[config.mk]
export PLATFORM = sky130hd
export DESIGN_NAME = clock_divider_prog
export DESIGN_NICKNAME = d
export VERILOG_FILES = /design/src/rtl/clock_divider_prog.sv
export SDC_FILE = /design/constraint.sdc
export NUM_CORES = 1
export LEC_CHECK = 0
export ABC_CLOCK_PERIOD_IN_PS = 4010
export CORE_UTILIZATION = 50
export CTS_CLUSTER_DIAMETER = 120
export DETAILED_ROUTE_END_ITERATION = 8
export PLACE_DENSITY = 0.69
export SYNTH_ARGS = -nofsm -noshare
export SYNTH_HDL_FRONTEND = slang
export SYNTH_SLANG_ARGS = --single-unit
[constraint.sdc]
create_clock -name CLK -period 4.01 [get_ports CLK]
set_input_delay 0.802 -clock CLK [delete_from_list [all_inputs] [get_ports CLK]]
set_output_delay 0.802 -clock CLK [all_outputs]
set_load 0.02 [all_outputs]
[src/rtl/clock_divider_prog.sv]
// clock_divider_prog
//   Runtime-programmable clock divider. Produces a one-cycle clock enable at
//   the start of each divided period, a one-cycle enable at the falling edge
//   of the divided clock, and the divided clock itself (combinatorial use
//   only; do not route it as a clock). A new divisor is captured into a
//   pending register and only takes effect at a period boundary, so the
//   divided clock never shows a truncated or stretched phase.
//
// Ports
//   CLK      source clock, rising edge
//   RESET    asynchronous, active-high reset
//   ENABLE   1 = count, 0 = freeze counter and divided clock level
//   DIVISOR  divisor value captured when LOAD=1
//   LOAD     capture DIVISOR into the pending register
//   SYNC     restart the period at phase 0 (applies any pending divisor)
//   CE       one-cycle pulse at the start of each divided period
//   CE_FALL  one-cycle pulse at the falling edge of CLOCK
//   CLOCK    divided clock, high for ceil(active/2) cycles
//   PENDING  a loaded divisor is waiting for the next period boundary
module clock_divider_prog #(
  parameter int WIDTH         = 16,
  parameter int RESET_DIVISOR = 4
) (
  input  logic             CLK,
  input  logic             RESET,
  input  logic             ENABLE,
  input  logic [WIDTH-1:0] DIVISOR,
  input  logic             LOAD,
  input  logic             SYNC,
  output logic             CE,
  output logic             CE_FALL,
  output logic             CLOCK,
  output logic             PENDING
);

  logic [WIDTH-1:0] cnt;
  logic [WIDTH-1:0] active;
  logic [WIDTH-1:0] pend_val;
  logic             pend;

  logic [WIDTH:0]   high;
  logic             at_wrap;
  logic             apply;

  // One extra bit so active = 2**WIDTH-1 cannot overflow when rounding up.
  assign high    = ({1'b0, active} + (WIDTH+1)'(1)) >> 1;
  assign at_wrap = (cnt == active - WIDTH'(1));

  // A stopped divider (active==0) has no period boundary, so a pending value
  // is taken on the next edge even while disabled; otherwise it waits for
  // the enabled edge that closes the current period.
  assign apply = pend && ((active == '0) ||
                          (ENABLE && ((active == WIDTH'(1)) || at_wrap)));

  assign PENDING = pend;

  always_ff @(posedge CLK or posedge RESET) begin
    if (RESET) begin
      cnt      <= '0;
      active   <= WIDTH'(RESET_DIVISOR);
      pend_val <= '0;
      pend     <= 1'b0;
      CE       <= 1'b0;
      CE_FALL  <= 1'b0;
      CLOCK    <= 1'b0;
    end else begin
      if (SYNC) begin
        cnt     <= '0;
        CE      <= 1'b0;
        CE_FALL <= 1'b0;
        CLOCK   <= 1'b0;
        if (pend) begin
          active <= pend_val;
          pend   <= 1'b0;
        end
      end else begin
        if (active == '0) begin
          CE      <= 1'b0;
          CE_FALL <= 1'b0;
          CLOCK   <= 1'b0;
          cnt     <= '0;
        end else if (!ENABLE) begin
          // CLOCK and cnt hold so resuming loses no phase.
          CE      <= 1'b0;
          CE_FALL <= 1'b0;
        end else if (active == WIDTH'(1)) begin
          CE      <= 1'b1;
          CE_FALL <= 1'b0;
          CLOCK   <= 1'b0;
          cnt     <= '0;
        end else begin
          CE      <= (cnt == '0);
          CE_FALL <= ({1'b0, cnt} == high);
          CLOCK   <= ({1'b0, cnt} < high);
          cnt     <= at_wrap ? '0 : cnt + WIDTH'(1);
        end

        if (apply) begin
          active <= pend_val;
          pend   <= 1'b0;
          cnt    <= '0;
        end
      end

      // Last: a LOAD coinciding with an apply/SYNC becomes the next pending
      // value while the older one is consumed.
      if (LOAD) begin
        pend_val <= DIVISOR;
        pend     <= 1'b1;
      end
    end
  end

endmodule

==> results.cfg <==
[timing]
min_period_ns = 3.55
tightestPinTransition_ns = 1.21
fin_crit_sh = 0.885
rsz0062_at_grt = no
max_freq_mhz = 282
timing.hold.ws_ns = 0.511
finalMaxSlewViolations = 0
maxSlewHeadroom = 0.191
fin_skew_ns = 0.0127
finalSetupTns_ns = 0
hold_violations = 0
finalSetupViolCount = 0

[floorplanning]
io-pin-count = 25
fp.dieW_microns = 87.4
initial_utilization = 0.528
core_sq_um = 6910
dieArea_sq_um = 7640
rows = 30
die_height_microns = 87.4

[final_layout]
nNetsFinal = 422
fill_cells = 632
finalCoreUtilization = 0.578
final_layout_size_suffix_gt1_frac = 0.118
syn_to_final_growth_pct = 9.54
final_common_cell = dfrtp_1
most-common-layout-cells = dfrtp_1, xor2_1, clkdlybuf4s50_1
antennaDiodeCount = 0

[setup_path]
critPathKind = reg -> reg
cp-start-kind = flip-flop
critical_path.max_fanout = 14
arrival_ns = 3.73
endpoint_kind = flip-flop
required_ns = 4.19

[yosys]
syn_area_sq_um = 3650
synthCells = 372
ys_ff_latch = 52
syn_nets = 414
synthArstFlopShare = 1.00
yosysUniqueCellTypes = 54
yosysSeqAreaShare = 0.357
syn_avg_cell_area_sq_um = 9.80
synth_edf_count = 0
ys_warn_count = 0
synth_ff_type = dfrtp_1

[grt]
grt_overflow = 0
grt_pass1_vias = 2825
grtUsageTotal = 0.253
grt_pass1_wl_mm = 14.8
grt_max_degree = 53
antenna_found_initial = 0

[place]
hpwlAfterDp_mm = 6.26
finalWeightedCongestion = 0.866
portBuffers = 24

[power_and_ir_drop]
p_switching_mw = 0.511
seq_power_share = 0.481
cellLeakagePower_nw = 1.66
totalPowerFinal_mw = 1.42
powerDensity_nw_per_um2 = 356
p_sw_frac = 0.360
vdd_drop_max_mv = 0.192
p_int_mw = 0.910
share_comb_of_total_power = 0.300
p_clk_frac = 0.219

[clocking]
cts_num_sinks = 52
numCtsBuffers = 5
clock_latency_ns = 0.32
post_cts_buffers = 0
root_buffer = clkbuf_8
cts.clk_slew.worst_paths_ns = 0.10
cts_tree = done
clock_path_buffers = 2
ctsResizeCount = 0
ctsHoldBuffers = 0
cts_max_level = 2

[route]
wl_per_cell_microns = 18.4
ant_nets = 0
dr.first_iter.drc_count = 284
vias = 2934
drt_first_pass_iters = 6
wirelength_mm = 8.76
route.detailed.drc = 0
vias_per_cell = 6.15

[job]
cap_violations = 0

[outcome]
outcome = completed

[min_path]
min_path_type = reg -> reg
-- routing by layer --
layer | GRT usage | wire length, microns | up-vias
met1 | 0.352 | 4100 | 1437
met2 | 0.414 | 4170 | 79
li1 | - | - | 1402
met3 | 0.0237 | 303 | 16
met4 | 0.0820 | 178 | 0
met5 | 0 | 0 | -
-- per-stage QoR --
| stage | area (sq um) | instances | worst slack, ns |
|---|---|---|---|
| after floorplan | 3650 | 372 | 0.845 |
| after global placement | 3910 | 469 | 0.701 |
| after detailed placement | 3910 | 469 | 0.550 |
| after CTS | 4000 | 477 | 0.518 |
| after global routing | 4000 | 477 | 0.147 |
| final | 4000 | 477 | 0.460 |
-- flip-flops by register name, summed over array words and instances, names as in the netlist --
name / count
CE_FALL: 1
PENDING: 1
cnt: 16
active: 16
CLOCK: 1
pend_val: 16
CE: 1
-- cells in the mapped netlist (all sizes together) (2+ instances only) --
cell / count / share of area
a2111oi: 2 / 0.0099
a211oi: 5 / 0.012
a21o: 4 / 0.0082
a21oi: 9 / 0.012
a221o: 16 / 0.044
a31oi: 2 / 0.0034
and3: 24 / 0.043
and4: 3 / 0.0072
buf: 10 / 0.020
clkbuf: 18 / 0.019
dfrtp: 51 / 0.35
ha: 21 / 0.072
inv: 9 / 0.0093
mux2: 16 / 0.049
nand2: 13 / 0.013
nand3: 19 / 0.026
nand4: 12 / 0.021
nor2: 14 / 0.014
nor2b: 2 / 0.0034
nor3: 22 / 0.030
nor4: 10 / 0.017
nor4b: 3 / 0.011
o21a: 3 / 0.0062
o21ai: 9 / 0.012
o41ai: 2 / 0.0048
or2: 3 / 0.0051
or3: 3 / 0.0079
or4: 5 / 0.013
xnor2: 20 / 0.048
xor2: 27 / 0.065
-- power by group through the flow --
stage	clock, mW	combinational (mW)	sequential (mW)
floorplan	0	0.382	0.621
global placement	0	0.407	0.688
detailed placement	0	0.421	0.690
CTS	0.318	0.423	0.681
global route	0.334	0.476	0.695
finish	0.311	0.427	0.683
-- area by class of cell --
cell class,instances,area [sq um],area share
multi-input combinational,283,2170,0.544
tap,96,120,0.0301
clock buffer,6,72.6,0.0182
clock inverter,2,16.3,0.00407
sequential,52,1300,0.326
inverter,9,33.8,0.00846
timing repair buffer,29,278,0.0695
-- worst max-delay path: stages (launching register included) --
cell and delay (ns):
dfrtp_1 0.47, inv_1 0.13, ha_1 0.29, or4b_1 0.63, o311ai_0 0.58, nand3_1 0.20, or4_4 0.62, a21oi_1 0.18
buf_4 0.22, nor3_1 0.08
-- kinds of logic after synthesis --
| logic type | Yosys count | share of synthesized area |
|---|---|---|
| adders and majority gates | 21 | 0.0720 |
| and+or+nand+nor | 137 | 0.221 |
| buffers and inverters | 37 | 0.0473 |
| muxes | 16 | 0.0494 |
| AOI/OAI and AO/OA | 62 | 0.140 |
| xor gates and xnor gates | 47 | 0.113 |
| DFF | 52 | 0.357 |
-- worst paths after layout --
path	startpoint	endpoint	slack, ns	depth (start not counted)
hold / removal	pend_val[8]	active[8]	0.51	1
setup / recovery	active[1]	cnt[14]	0.46	9
setup reg to reg	active[1]	cnt[14]	0.46	9
hold reg to reg	pend_val[8]	active[8]	0.51	1
min in group asynchronous	RESET	pend_val[2]	1.06	2
max in group asynchronous	RESET	cnt[6]	2.28	2
(Power assumes the default switching activity.)
